[src/rtl/cpu_pkg.sv]
// Shared CPU definitions used by the fetch stage: reset vector, legal fetch
// window, the NOP/exception codes and the fetch-queue entry layout.
package cpu_pkg;

    localparam logic [31:0] RESET_PC_DEF = 32'h0000_3000;
    localparam logic [31:0] PC_HI_DEF    = 32'h0000_6FFC;
    localparam logic [31:0] NOP_INSTR    = 32'h0000_0000;
    localparam logic [4:0]  EXC_ADEL     = 5'd4;

    typedef struct packed {
        logic [31:0] pc;
        logic [31:0] instr;
        logic        exc;
    } fetch_entry_t;

    // True when a fetch address is misaligned or outside [lo, hi].
    function automatic logic pc_illegal(input logic [31:0] pc,
                                        input logic [31:0] lo,
                                        input logic [31:0] hi);
        return (pc[1:0] != 2'b00) || (pc < lo) || (pc > hi);
    endfunction

endpackage

[src/rtl/f_fetch_queue.sv]
// In-order fetch queue between imem responses and the D stage.
// Synchronous active-low reset, flush has priority over push/pop, and a
// push is accepted while full only when a pop frees a slot the same cycle.
module f_fetch_queue #(
    parameter int DEPTH = 2,
    parameter int WIDTH = 64
) (
    input  logic                         clk,
    input  logic                         reset,
    input  logic                         flush,
    input  logic                         push,
    input  logic [WIDTH-1:0]             push_data,
    input  logic                         pop,
    output logic [WIDTH-1:0]             head_data,
    output logic                         full,
    output logic                         empty,
    output logic [$clog2(DEPTH+1)-1:0]   count
);

    localparam int PW = (DEPTH > 1) ? $clog2(DEPTH) : 1;
    localparam int CW = $clog2(DEPTH + 1);

    logic [WIDTH-1:0] mem [DEPTH];
    logic [PW-1:0]    rd_ptr;
    logic [PW-1:0]    wr_ptr;
    logic             do_pop;
    logic             do_push;

    function automatic logic [PW-1:0] ptr_inc(input logic [PW-1:0] p);
        return (p == PW'(DEPTH - 1)) ? '0 : p + PW'(1);
    endfunction

    assign full      = (count == CW'(DEPTH));
    assign empty     = (count == '0);
    assign head_data = mem[rd_ptr];
    assign do_pop    = pop && !empty;
    assign do_push   = push && (!full || do_pop);

    // Pointer and occupancy bookkeeping; flush empties the queue outright.
    always_ff @(posedge clk) begin
        if (!reset) begin
            rd_ptr <= '0;
            wr_ptr <= '0;
            count  <= '0;
        end else if (flush) begin
            rd_ptr <= '0;
            wr_ptr <= '0;
            count  <= '0;
        end else begin
            if (do_pop) begin
                rd_ptr <= ptr_inc(rd_ptr);
            end
            if (do_push) begin
                wr_ptr <= ptr_inc(wr_ptr);
            end
            count <= count + CW'(do_push) - CW'(do_pop);
        end
    end

    // Entry storage; contents are only meaningful below count, so no reset.
    always_ff @(posedge clk) begin
        if (do_push && !flush) begin
            mem[wr_ptr] <= push_data;
        end
    end

endmodule

[src/rtl/f_fetch_unit.sv]
// Fetch stage: owns the PC, issues imem reads under a credit limit, tracks
// the pc of every in-flight read, drops wrong-path responses after a
// redirect and presents the queue head to the D stage.
// Optional feature macro: F_ADDR_CHECK_EN (alignment/range check with a
// fetch exception entry and halt until the next redirect).
module f_fetch_unit
    import cpu_pkg::*;
#(
    parameter logic [31:0] RESET_PC = RESET_PC_DEF,
    parameter int          FQ_DEPTH = 2
`ifdef F_ADDR_CHECK_EN
    ,
    parameter logic [31:0] PC_HI    = PC_HI_DEF
`endif
) (
    input  logic        clk,
    input  logic        reset,
    output logic        imem_req,
    output logic [31:0] imem_addr,
    input  logic        imem_ready,
    input  logic        imem_rvalid,
    input  logic [31:0] imem_rdata,
    input  logic        redirect_en,
    input  logic [31:0] redirect_pc,
    output logic        out_valid,
    output logic [31:0] out_pc,
    output logic [31:0] out_instr,
    input  logic        d_ready,
    output logic        out_exc
);

    localparam int CW = $clog2(FQ_DEPTH + 1);
    localparam int PW = (FQ_DEPTH > 1) ? $clog2(FQ_DEPTH) : 1;
`ifdef F_ADDR_CHECK_EN
    localparam int ENTRY_W = $bits(fetch_entry_t);
`else
    localparam int ENTRY_W = 64;
`endif

    logic [31:0]        pc;
    logic [CW-1:0]      outstanding;
    logic [CW-1:0]      discard;
    logic [CW-1:0]      fq_count;
    logic               q_full;
    logic               q_empty;
    logic               q_pop;
    logic               q_push;
    logic [ENTRY_W-1:0] q_push_data;
    logic [ENTRY_W-1:0] q_head;
    logic [31:0]        head_pc;
    logic [31:0]        head_instr;
    logic               head_exc;
    logic               credit_ok;
    logic               fetch_ok;
    logic               issue;
    logic               resp;
    logic               resp_keep;
    logic [31:0]        resp_pc;
    logic [31:0]        ifl_pc [FQ_DEPTH];
    logic [PW-1:0]      ifl_rd;
    logic [PW-1:0]      ifl_wr;

    function automatic logic [PW-1:0] ptr_inc(input logic [PW-1:0] p);
        return (p == PW'(FQ_DEPTH - 1)) ? '0 : p + PW'(1);
    endfunction

    // Every read holds a credit from issue until its entry leaves the queue,
    // so a returning response always finds a free queue slot.
    assign credit_ok = !q_full &&
                       (({1'b0, outstanding} + {1'b0, fq_count}) < (CW+1)'(FQ_DEPTH));
    assign imem_req  = reset && !redirect_en && credit_ok && fetch_ok;
    assign imem_addr = pc;
    assign issue     = imem_req && imem_ready;
    assign resp      = imem_rvalid && (outstanding != '0);
    assign resp_keep = resp && (discard == '0);
    assign resp_pc   = ifl_pc[ifl_rd];
    assign q_pop     = d_ready && !q_empty;

`ifdef F_ADDR_CHECK_EN
    logic         pc_bad;
    logic         halted;
    logic         exc_push;
    fetch_entry_t head_e;

    assign pc_bad   = pc_illegal(pc, RESET_PC, PC_HI);
    assign fetch_ok = !pc_bad && !halted;
    assign exc_push = pc_bad && !halted && (outstanding == '0) && !redirect_en &&
                      (!q_full || q_pop);
    assign q_push   = resp_keep || exc_push;
    assign q_push_data = exc_push ? {pc, NOP_INSTR, 1'b1} : {resp_pc, imem_rdata, 1'b0};
    assign head_e     = q_head;
    assign head_pc    = head_e.pc;
    assign head_instr = head_e.instr;
    assign head_exc   = head_e.exc;

    // Halt after reporting a bad fetch address until software redirects.
    always_ff @(posedge clk) begin
        if (!reset) begin
            halted <= 1'b0;
        end else if (redirect_en) begin
            halted <= 1'b0;
        end else if (exc_push) begin
            halted <= 1'b1;
        end
    end
`else
    assign fetch_ok    = 1'b1;
    assign q_push      = resp_keep;
    assign q_push_data = {resp_pc, imem_rdata};
    assign head_pc     = q_head[63:32];
    assign head_instr  = q_head[31:0];
    assign head_exc    = 1'b0;
`endif

    assign out_valid = !q_empty;
    assign out_pc    = q_empty ? pc : head_pc;
    assign out_instr = q_empty ? NOP_INSTR : head_instr;
    assign out_exc   = !q_empty && head_exc;

    // PC, in-flight/discard counters and in-flight FIFO pointers; a redirect
    // marks everything still in flight after this cycle's response as stale.
    always_ff @(posedge clk) begin
        if (!reset) begin
            pc          <= RESET_PC;
            outstanding <= '0;
            discard     <= '0;
            ifl_rd      <= '0;
            ifl_wr      <= '0;
        end else begin
            outstanding <= outstanding + CW'(issue) - CW'(resp);
            if (redirect_en) begin
                pc      <= redirect_pc;
                discard <= outstanding - CW'(resp);
            end else begin
                if (issue) begin
                    pc <= pc + 32'd4;
                end
                if (resp && (discard != '0)) begin
                    discard <= discard - CW'(1);
                end
            end
            if (issue) begin
                ifl_wr <= ptr_inc(ifl_wr);
            end
            if (resp) begin
                ifl_rd <= ptr_inc(ifl_rd);
            end
        end
    end

    // Remember the address of each accepted read so its response can be tagged.
    always_ff @(posedge clk) begin
        if (issue) begin
            ifl_pc[ifl_wr] <= pc;
        end
    end

    f_fetch_queue #(
        .DEPTH (FQ_DEPTH),
        .WIDTH (ENTRY_W)
    ) u_queue (
        .clk       (clk),
        .reset     (reset),
        .flush     (redirect_en),
        .push      (q_push),
        .push_data (q_push_data),
        .pop       (q_pop),
        .head_data (q_head),
        .full      (q_full),
        .empty     (q_empty),
        .count     (fq_count)
    );

endmodule
[config.mk]
export PLATFORM = sky130hd
export DESIGN_NAME = f_fetch_unit
export DESIGN_NICKNAME = d
export VERILOG_FILES = /design/src/rtl/cpu_pkg.sv /design/src/rtl/f_fetch_queue.sv /design/src/rtl/f_fetch_unit.sv
export SDC_FILE = /design/constraint.sdc
export NUM_CORES = 1
export LEC_CHECK = 0
export CAP_MARGIN = 10
export CORE_ASPECT_RATIO = 1.75
export CORE_MARGIN = 4
export CORE_UTILIZATION = 53
export DETAILED_ROUTE_END_ITERATION = 8
export GPL_ROUTABILITY_DRIVEN = 0
export GPL_TIMING_DRIVEN = 1
export PLACE_DENSITY = 0.8
export REMOVE_ABC_BUFFERS = 1
export SLEW_MARGIN = 5
export SYNTH_ARGS = -nofsm -noshare
export SYNTH_HDL_FRONTEND = slang
export SYNTH_SLANG_ARGS = --single-unit
[constraint.sdc]
create_clock -name clk -period 7.9 [get_ports clk]
set_clock_uncertainty 0.1 [all_clocks]
set_input_delay 1.975 -clock clk [delete_from_list [all_inputs] [get_ports clk]]
set_output_delay 1.975 -clock clk [all_outputs]
set_load 0.01 [all_outputs]
=== Word-level counts from Yosys, hierarchy flattened ===
Memories as Yosys holds them, arrays and structs flattened. A register that Yosys moved wholly into a read port is not among the register bits.
Index checks and enable logic that the tools add are counted.
W data, S select, Z words.

* Register bits: 42
* Bits in latches: 0
* RAM bits: 192
* Bits in read-only memories: 0
* Bits of input ports: 70
* Word-level logic and storage cells: 65
* Memories kept: 2

* Add/sub/neg operators: 12
* Multiply operators: 0
* Div/mod/pow operators: 0
* Magnitude comparators: 1
* Equality and inequality tests: 1
* Shift operators: 0
* Muxes and demuxes: 18
* Bitwise gates (word level): 1
* Reduce and logical (&&, ||, !) cells: 22

{| class="wikitable"
|+ Memory list
! name !! depth !! width !! rd ports !! clocked after Yosys merged registers in !! wr ports !! RTL line !! RTL
|-
| u_queue.mem || 2 || 64 || 1 || 1 || 1 || f_fetch_queue.sv:23 || <nowiki>logic [WIDTH-1:0] mem [DEPTH];</nowiki>
|-
| ifl_pc || 2 || 32 || 1 || 1 || 1 || f_fetch_unit.sv:59 || <nowiki>logic [31:0] ifl_pc [FQ_DEPTH];</nowiki>
|}

{| class="wikitable"
|+ Operators with widths
! kind !! count
|-
| $mux W32 || 4
|-
| $add A32 B3 Y32 const B || 1
|-
| $mux W1 || 12
|-
| $logic_and A1 B1 Y1 || 11
|-
| $reduce_bool A2 Y1 || 4
|-
| $sub A2 B1 Y2 || 3
|-
| $add A1 B1 Y1 const B || 4
|-
| $add A2 B1 Y2 || 2
|-
| $logic_not A2 Y1 || 2
|-
| $mux W2 || 2
|-
| $add A2 B2 Y3 || 1
|-
| $logic_not A1 Y1 || 3
|-
| $lt A3 B2 Y1 const B || 1
|-
| $eq A2 B2 Y1 const B || 1
|-
| $reduce_or A2 Y1 || 1
|-
| $sub A2 B1 Y2 const B || 1
|-
| $logic_or A1 B1 Y1 || 1
|-
| $not A1 Y1 || 1
|}

=== Logic depth before layout (Yosys ltp) ===
Gate-level depths: netlist (run 1).

* Word-level depth: 9
* Mapped depth: 15
* Gate-level depth less buffers: 12

=== By module ===
From an unflattened synthesis (run 1), not the netlist that was laid out.

* Cell total of the unflattened synthesis: 692
* Area total of the unflattened synthesis: 10063.4 sq um

{| class="wikitable"
|+ Modules (own cells, without submodules)
! module !! instances !! cells each !! area an instance (sq um) !! seq. area each (sq um)
|-
| f_fetch_unit || 1 || 461 || 5206.2 || 2702.6
|-
| f_fetch_queue || 1 || 231 || 4857.2 || 3943.8
|}

=== Worst setup path before layout (run 1) ===
OpenSTA, ideal clock, no wires.

* Path type: input-to-reg
* Start point: input port redirect_en
* End point: memory u_queue.mem[0][0], enable pin
* Library setup time: 0.565 ns
* Arrival time: 6.811 ns
* Data required time: 7.235 ns
* Setup slack: 0.425 ns
* Stages: 3
* Path buffers: 2
* Path through: clkbuf_1 -> buf_1 -> nor3_1

* Cells in the longest elaborated chain, start to end: 4

{| class="wikitable"
|+ Ends and longest elaborated chain
! item !! RTL line !! RTL
|-
| start, declared || f_fetch_unit.sv:23 || <nowiki>input logic redirect_en,</nowiki>
|-
| $logic_not A1 Y1 || f_fetch_queue.sv:62 || <nowiki>if (do_push && !flush) begin</nowiki>
|-
| $logic_and A1 B1 Y1 || f_fetch_queue.sv:62 ||
|-
| $mux W1 || f_fetch_queue.sv:62 ||
|-
| $mux W1 (not written as such) || f_fetch_queue.sv:63 || <nowiki>mem[wr_ptr] <= push_data;</nowiki>
|-
| end, declared || f_fetch_queue.sv:23 ||
|}

No other way between the ends.

=== Worst setup path in the final report (run 1) ===
* Start point: input port reset
* End point: output port imem_req

* Cells in the longest elaborated chain, start to end: 2

{| class="wikitable"
|+ Ends and longest elaborated chain
! item !! RTL line !! RTL
|-
| start, declared || f_fetch_unit.sv:17 || <nowiki>input logic reset,</nowiki>
|-
| $logic_and A1 B1 Y1 (2 in a row) || f_fetch_unit.sv:71 || <nowiki>assign imem_req = reset && !redirect_en && credit_ok && fetch_ok;</nowiki>
|-
| end, declared || f_fetch_unit.sv:18 || <nowiki>output logic imem_req,</nowiki>
|}

No other way between the ends.

==> results.ini, run 1 <==
[layout]
multi_input_area_mm2=0.00292
fin_util_pct=68.4
final_area_mm2=0.0123
diodes=0
n_fill_cell=1329
register_area_mm2=0.00665
syn_to_final_growth_pct=26.2
drive_above_1_share_pct=9.99
nets=955

[clocking]
root_buffer=clkbuf_16
cts_max_level=1
clockBufferDepth=3
post-cts-setup-buffers=0
cts_num_sinks=236
hold_buffers=0
cts_buffers=20
insertion_delay_ns=0.48
cts_resized=0
cts_tree=done
clkTransAtPathRegs_ns=0.06

[global_route]
grt_first_pass_wirelength_mm=34.3
grt_busiest_layer=met2
gr-usage-met3_pct=2.52
grt_util_all_layers_pct=20.3
use_met2_pct=38.4
grt_remaining_overflow=0
grt_pass1_vias=6493
use_met1_pct=23.6
antenna_found_initial=0
grt_max_degree=97

[sta]
hold_viol_final=0
finalCritPeriodShare_pct=75.0
slew_viol_final=0
tightest_slew_ns=1.07
grt_setup_unrepaired=no
setup_viol=0
layout_min_cycle_time_ns=5.93
setup-tns-final_ns=0
max_freq_mhz=169
slew_headroom_pct=28.6
fin_ws_ns=1.97

[routing]
drtPass1Iterations=5
wl_mm=21.4
route.detailed.drc=0
drtIter0Drc=416
antenna_left=0
routedWlPerCell_um=19.1
num_vias=6393
viasPerCell=5.68

[synthesis]
synth-edff-count=192
synthCells=722
syn_area_mm2=0.00979
synth_flop_cell=edfxtp_1
yosys.area.top_type=edfxtp_1
async_flop_share_pct=0
synth.distinct_cells=51
seq_area_frac_synth_pct=67.9
ys_warn_count=0
synth_area_leaders=edfxtp_1, dfxtp_1, mux2i_1
synth_seq_cells=236
avgSynthCellArea_um2=13.6
synth_most_common_cell=edfxtp_1
synth.top_cell.area_share_pct=58.9
ys_top_cells_by_count=edfxtp_1, mux2i_1, nor2_1

[floorplan]
dieArea_mm2=0.0208
initial_core_util_pct=54.2
num_io_pins=169
num_rows=65
chipWidth_um=111
fp.coreArea_mm2=0.0181
die_h_um=188

[critical_path]
critical_path_arrival_ns=3.85
required_ns=5.83
crit_fanout=15
crit_type=input port to output pin
cp-start-kind=input port
end_kind=output pin

[power_and_ir_drop]
pwr_density_cell_mw_per_mm2=250
leakage_nw=4.08
ir_drop_mv=0.194
finalPower_mw=3.09

[placed_design]
post-dp-hpwl_mm=14.0
portBuffers=167
dp_worst_setup_slack_ns=2.01
placed_cell_area_mm2=0.0116

[run_status]
outcome=finished clean

[run]
drv_cap=0

[min_path]
hp-class=register to register

-- stage by stage --
stage,instances,hold WS [ns]
5_1_grt,1125,0.449
4_1_cts,1125,0.416
6_report,1125,0.415
3_5_place_dp,1089,0.400
3_3_place_gp,1089,0.394
2_1_floorplan,680,0.381
-- cell usage in the layout, fill, tap and decap left out, types with 5 or more instances in the layout --
master	synthesis	final
clkinv_2	0	5
nand2_1	57	57
nor2_1	63	61
and2_1	5	5
o211ai_1	6	6
a31oi_1	8	8
nand4_1	12	12
clkbuf_16	0	21
xor2_1	10	10
buf_4	2	8
o311ai_0	5	5
a21oi_1	22	22
dfxtp_1	44	43
ha_1	7	7
nor3_1	10	9
xnor2_1	7	7
edfxtp_1	192	192
mux2_2	34	34
nand3_1	17	17
mux2i_1	68	68
clkdlybuf4s50_1	0	167
o21ai_0	46	46
inv_1	14	14
and3_1	14	13
-- logic make-up after synthesis --
kind of cell / Yosys count / share of synthesized area (%)
AO/OA/AOI/OAI: 107 / 6.56
XOR/XNOR: 17 / 1.52
adder cells (fa/ha/maj): 8 / 1.10
buffers and inverters: 57 / 2.51
flip-flops: 236 / 67.9
multiplexers: 102 / 10.9
other: 1 / 0.0383
AND/OR/NAND/NOR: 194 / 9.49
-- state kept, by name, summed over array words and instances, names as in the netlist, named ones only --
| register | cells |
|---|---|
| u_queue.count | 2 |
| outstanding | 2 |
| u_queue.rd_ptr | 1 |
| ifl_pc | 64 |
| u_queue.wr_ptr | 1 |
| u_queue.mem | 128 |
| ifl_wr | 1 |
| discard | 2 |
| ifl_rd | 1 |
| imem_addr | 32 |
-- area by class of cell --
| type | instances | share of cell area, % |
|---|---|---|
| multi-input cells | 429 | 23.6 |
| flip-flops and latches | 236 | 53.9 |
| inverters | 15 | 0.456 |
| well taps | 234 | 2.37 |
| clock inverters | 10 | 1.03 |
| repair buffers | 175 | 14.0 |
| clock buffers | 26 | 4.65 |
-- worst max-delay path, cell delays in order --
cell	delay [ns]
clkdlybuf4s50_1	0.83
nor4b_2	0.31
and2_1	0.19
clkdlybuf4s50_1	0.54
-- per-layer routing --
metal / vias up / wire length (um)
met3: 41 / 1170
met4: 0 / 610
met2: 249 / 11800
met1: 3095 / 7850
li1: 3008 / -
met5: - / 0
-- path summary, 6_finish.rpt --
| kind | startpoint | endpoint | slack (ns) | cells past startpoint |
|---|---|---|---|---|
| setup / recovery | reset | imem_req | 1.97 | 4 |
| hold / removal | u_queue.rd_ptr | register | 0.41 | 2 |
| setup reg to reg | u_queue.count[0] | ifl_pc[0][17] | 4.18 | 7 |
| hold reg to reg | u_queue.rd_ptr | register | 0.41 | 2 |
-- where the power goes --
part	internal, mW	switching, mW	total (mW)	leakage (nW)
combinational	0.263	0.277	0.540	1.62
sequential	1.46	0.0579	1.52	2.11
clock	0.613	0.416	1.03	0.351
Note: power is estimated with default switching activity, not from simulation.
==> run 2: changes to the inputs <==
clock period = 5.7 ns   (was 7.9 ns; I/O delays follow)
==> run 2 against run 1 <==
Sequential power up 39%. Register-to-register slack worse by 1.7 ns. Die area unchanged. Worst setup slack worse by 0.86 ns. Worst hold slack worse by 0.0033 ns. Flip-flop and latch count unchanged. Power up 36%. Clock power up 30%.
==> results.ini, run 2 (synthesized netlist as in run 1, its figures left out) <==
[run_status]
outcome=finished clean

[routing]
drtIter0Drc=360
viasPerCell=5.73
drtPass1Iterations=5
route.detailed.drc=0
wl_mm=21.9
routedWlPerCell_um=19.4
antenna_left=0
num_vias=6476

[placed_design]
dp_worst_setup_slack_ns=1.12
post-dp-hpwl_mm=14.1
portBuffers=167
placedCellCount=1095
placed_cell_area_mm2=0.0117

[sta]
grt_setup_unrepaired=no
setup-tns-final_ns=0
tightest_slew_ns=0.927
fin_ws_ns=1.11
slew_viol_final=0
setup_viol=0
holdWs_ns=0.412
finalCritPeriodShare_pct=80.5
hold_viol_final=0
layout_min_cycle_time_ns=4.59
max_freq_mhz=218
slew_headroom_pct=38.2

[layout]
register_area_mm2=0.00665
final_area_mm2=0.0123
regMostFlops=u_queue.mem
diodes=0
largest_reg_flops=128
final_common_cell=edfxtp_1
final_cells=1131
final_cell_mix=edfxtp_1, clkdlybuf4s50_1, mux2i_1
nets=961
syn_to_final_growth_pct=26.1
fin_util_pct=68.3
drive_above_1_share_pct=9.92
n_fill_cell=1309
multi_input_area_mm2=0.00292

[clocking]
cts_max_level=1
insertion_delay_ns=0.50
root_buffer=clkbuf_16
post-cts-setup-buffers=0
cts_num_sinks=236
clkTransAtPathRegs_ns=0.06
clockBufferDepth=3
cts_tree=done
hold_buffers=0
cts_buffers=20
cts_resized=0

[critical_path]
end_kind=output pin
critPathBufInv=3
critPathTopFamily=buffers and inverters
crit_chain=clkdlybuf4s50_1 > buf_4 > nor4b_2 > and2_1 > clkdlybuf4s50_1
slowest_stage=clkdlybuf4s50_1
crit_fanout=15
max_stage_delay_ns=0.54
cp-start-kind=input port
required_ns=4.18
crit_type=input port to output pin
crit_top_cell=clkdlybuf4s50_1
critical_path_arrival_ns=3.07

[power_and_ir_drop]
leakage_nw=4.06
clkPwrFrac_pct=32.0
ir_drop_mv=0.268
seq_power_share_pct=50.1
power.share.switching_pct=24.8
combPwrFrac_pct=17.9
switchingPower_mw=1.04
finalPower_mw=4.21
pwr_density_cell_mw_per_mm2=341
power.internal_mw=3.16

[global_route]
grt_pass1_vias=6617
antenna_found_initial=0
grt_remaining_overflow=0
grt_max_degree=65
grt_util_all_layers_pct=20.5
grt_first_pass_wirelength_mm=34.4

[floorplan]
initial_core_util_pct=54.2
dieArea_mm2=0.0208
fp.coreArea_mm2=0.0181
die_h_um=188
chipWidth_um=111
num_io_pins=169
num_rows=65

[run]
drv_cap=0

[min_path]
hp-class=register to register

-- run 2: cell types whose count changed in the layout (fill, tap and decap cells not counted), moves of 2 or more --
cell | previous run | this run
clkbuf_1 | 2 | 5
clkbuf_8 | 3 | 0
buf_4 | 8 | 14
clkinv_1 | 1 | 4
clkinvlp_4 | 0 | 2
clkinv_2 | 5 | 2
-- run 2: final timing paths --
path                         start             end  slack (ns)  cells after the start
setup / recovery             reset        imem_req        1.11                      5
hold / removal              ifl_rd        register        0.41                      2
setup reg to reg  u_queue.count[0]  outstanding[1]        2.43                     13
hold reg to reg             ifl_rd        register        0.41                      2
-- run 2: metal layers --
layer,part of all wire (%),GRT usage (%),vias to the layer above,wire [um]
li1,-,-,3017,-
met1,37,23.6,3169,8110
met2,54,38.4,243,11900
met3,5.0,2.26,47,1090
met4,3.6,8.58,0,786
met5,0,0,-,0
-- run 2: cell type report --
type	count	area share, %
clock buffers	26	4.41
clock inverters	10	0.811
inverters	15	0.456
multi-input cells	429	23.6
flip-flops and latches	236	53.9
well taps	234	2.37
repair buffers	181	14.4
-- run 2: tightest hold or removal path: stages, from the launching register on --
cell	delay, ns
dfxtp_1	0.32
xnor2_1	0.08
nor2_1	0.07
-- run 2: power groups by stage --
stage / Combinational [mW] / Clock, mW / Sequential [mW]
after floorplan: 0.383 / 0 / 2.16
after global placement: 0.743 / 0 / 2.14
after detailed placement: 0.760 / 0 / 2.14
after CTS: 0.764 / 1.37 / 2.11
after global routing: 0.822 / 1.45 / 2.12
final: 0.754 / 1.34 / 2.11
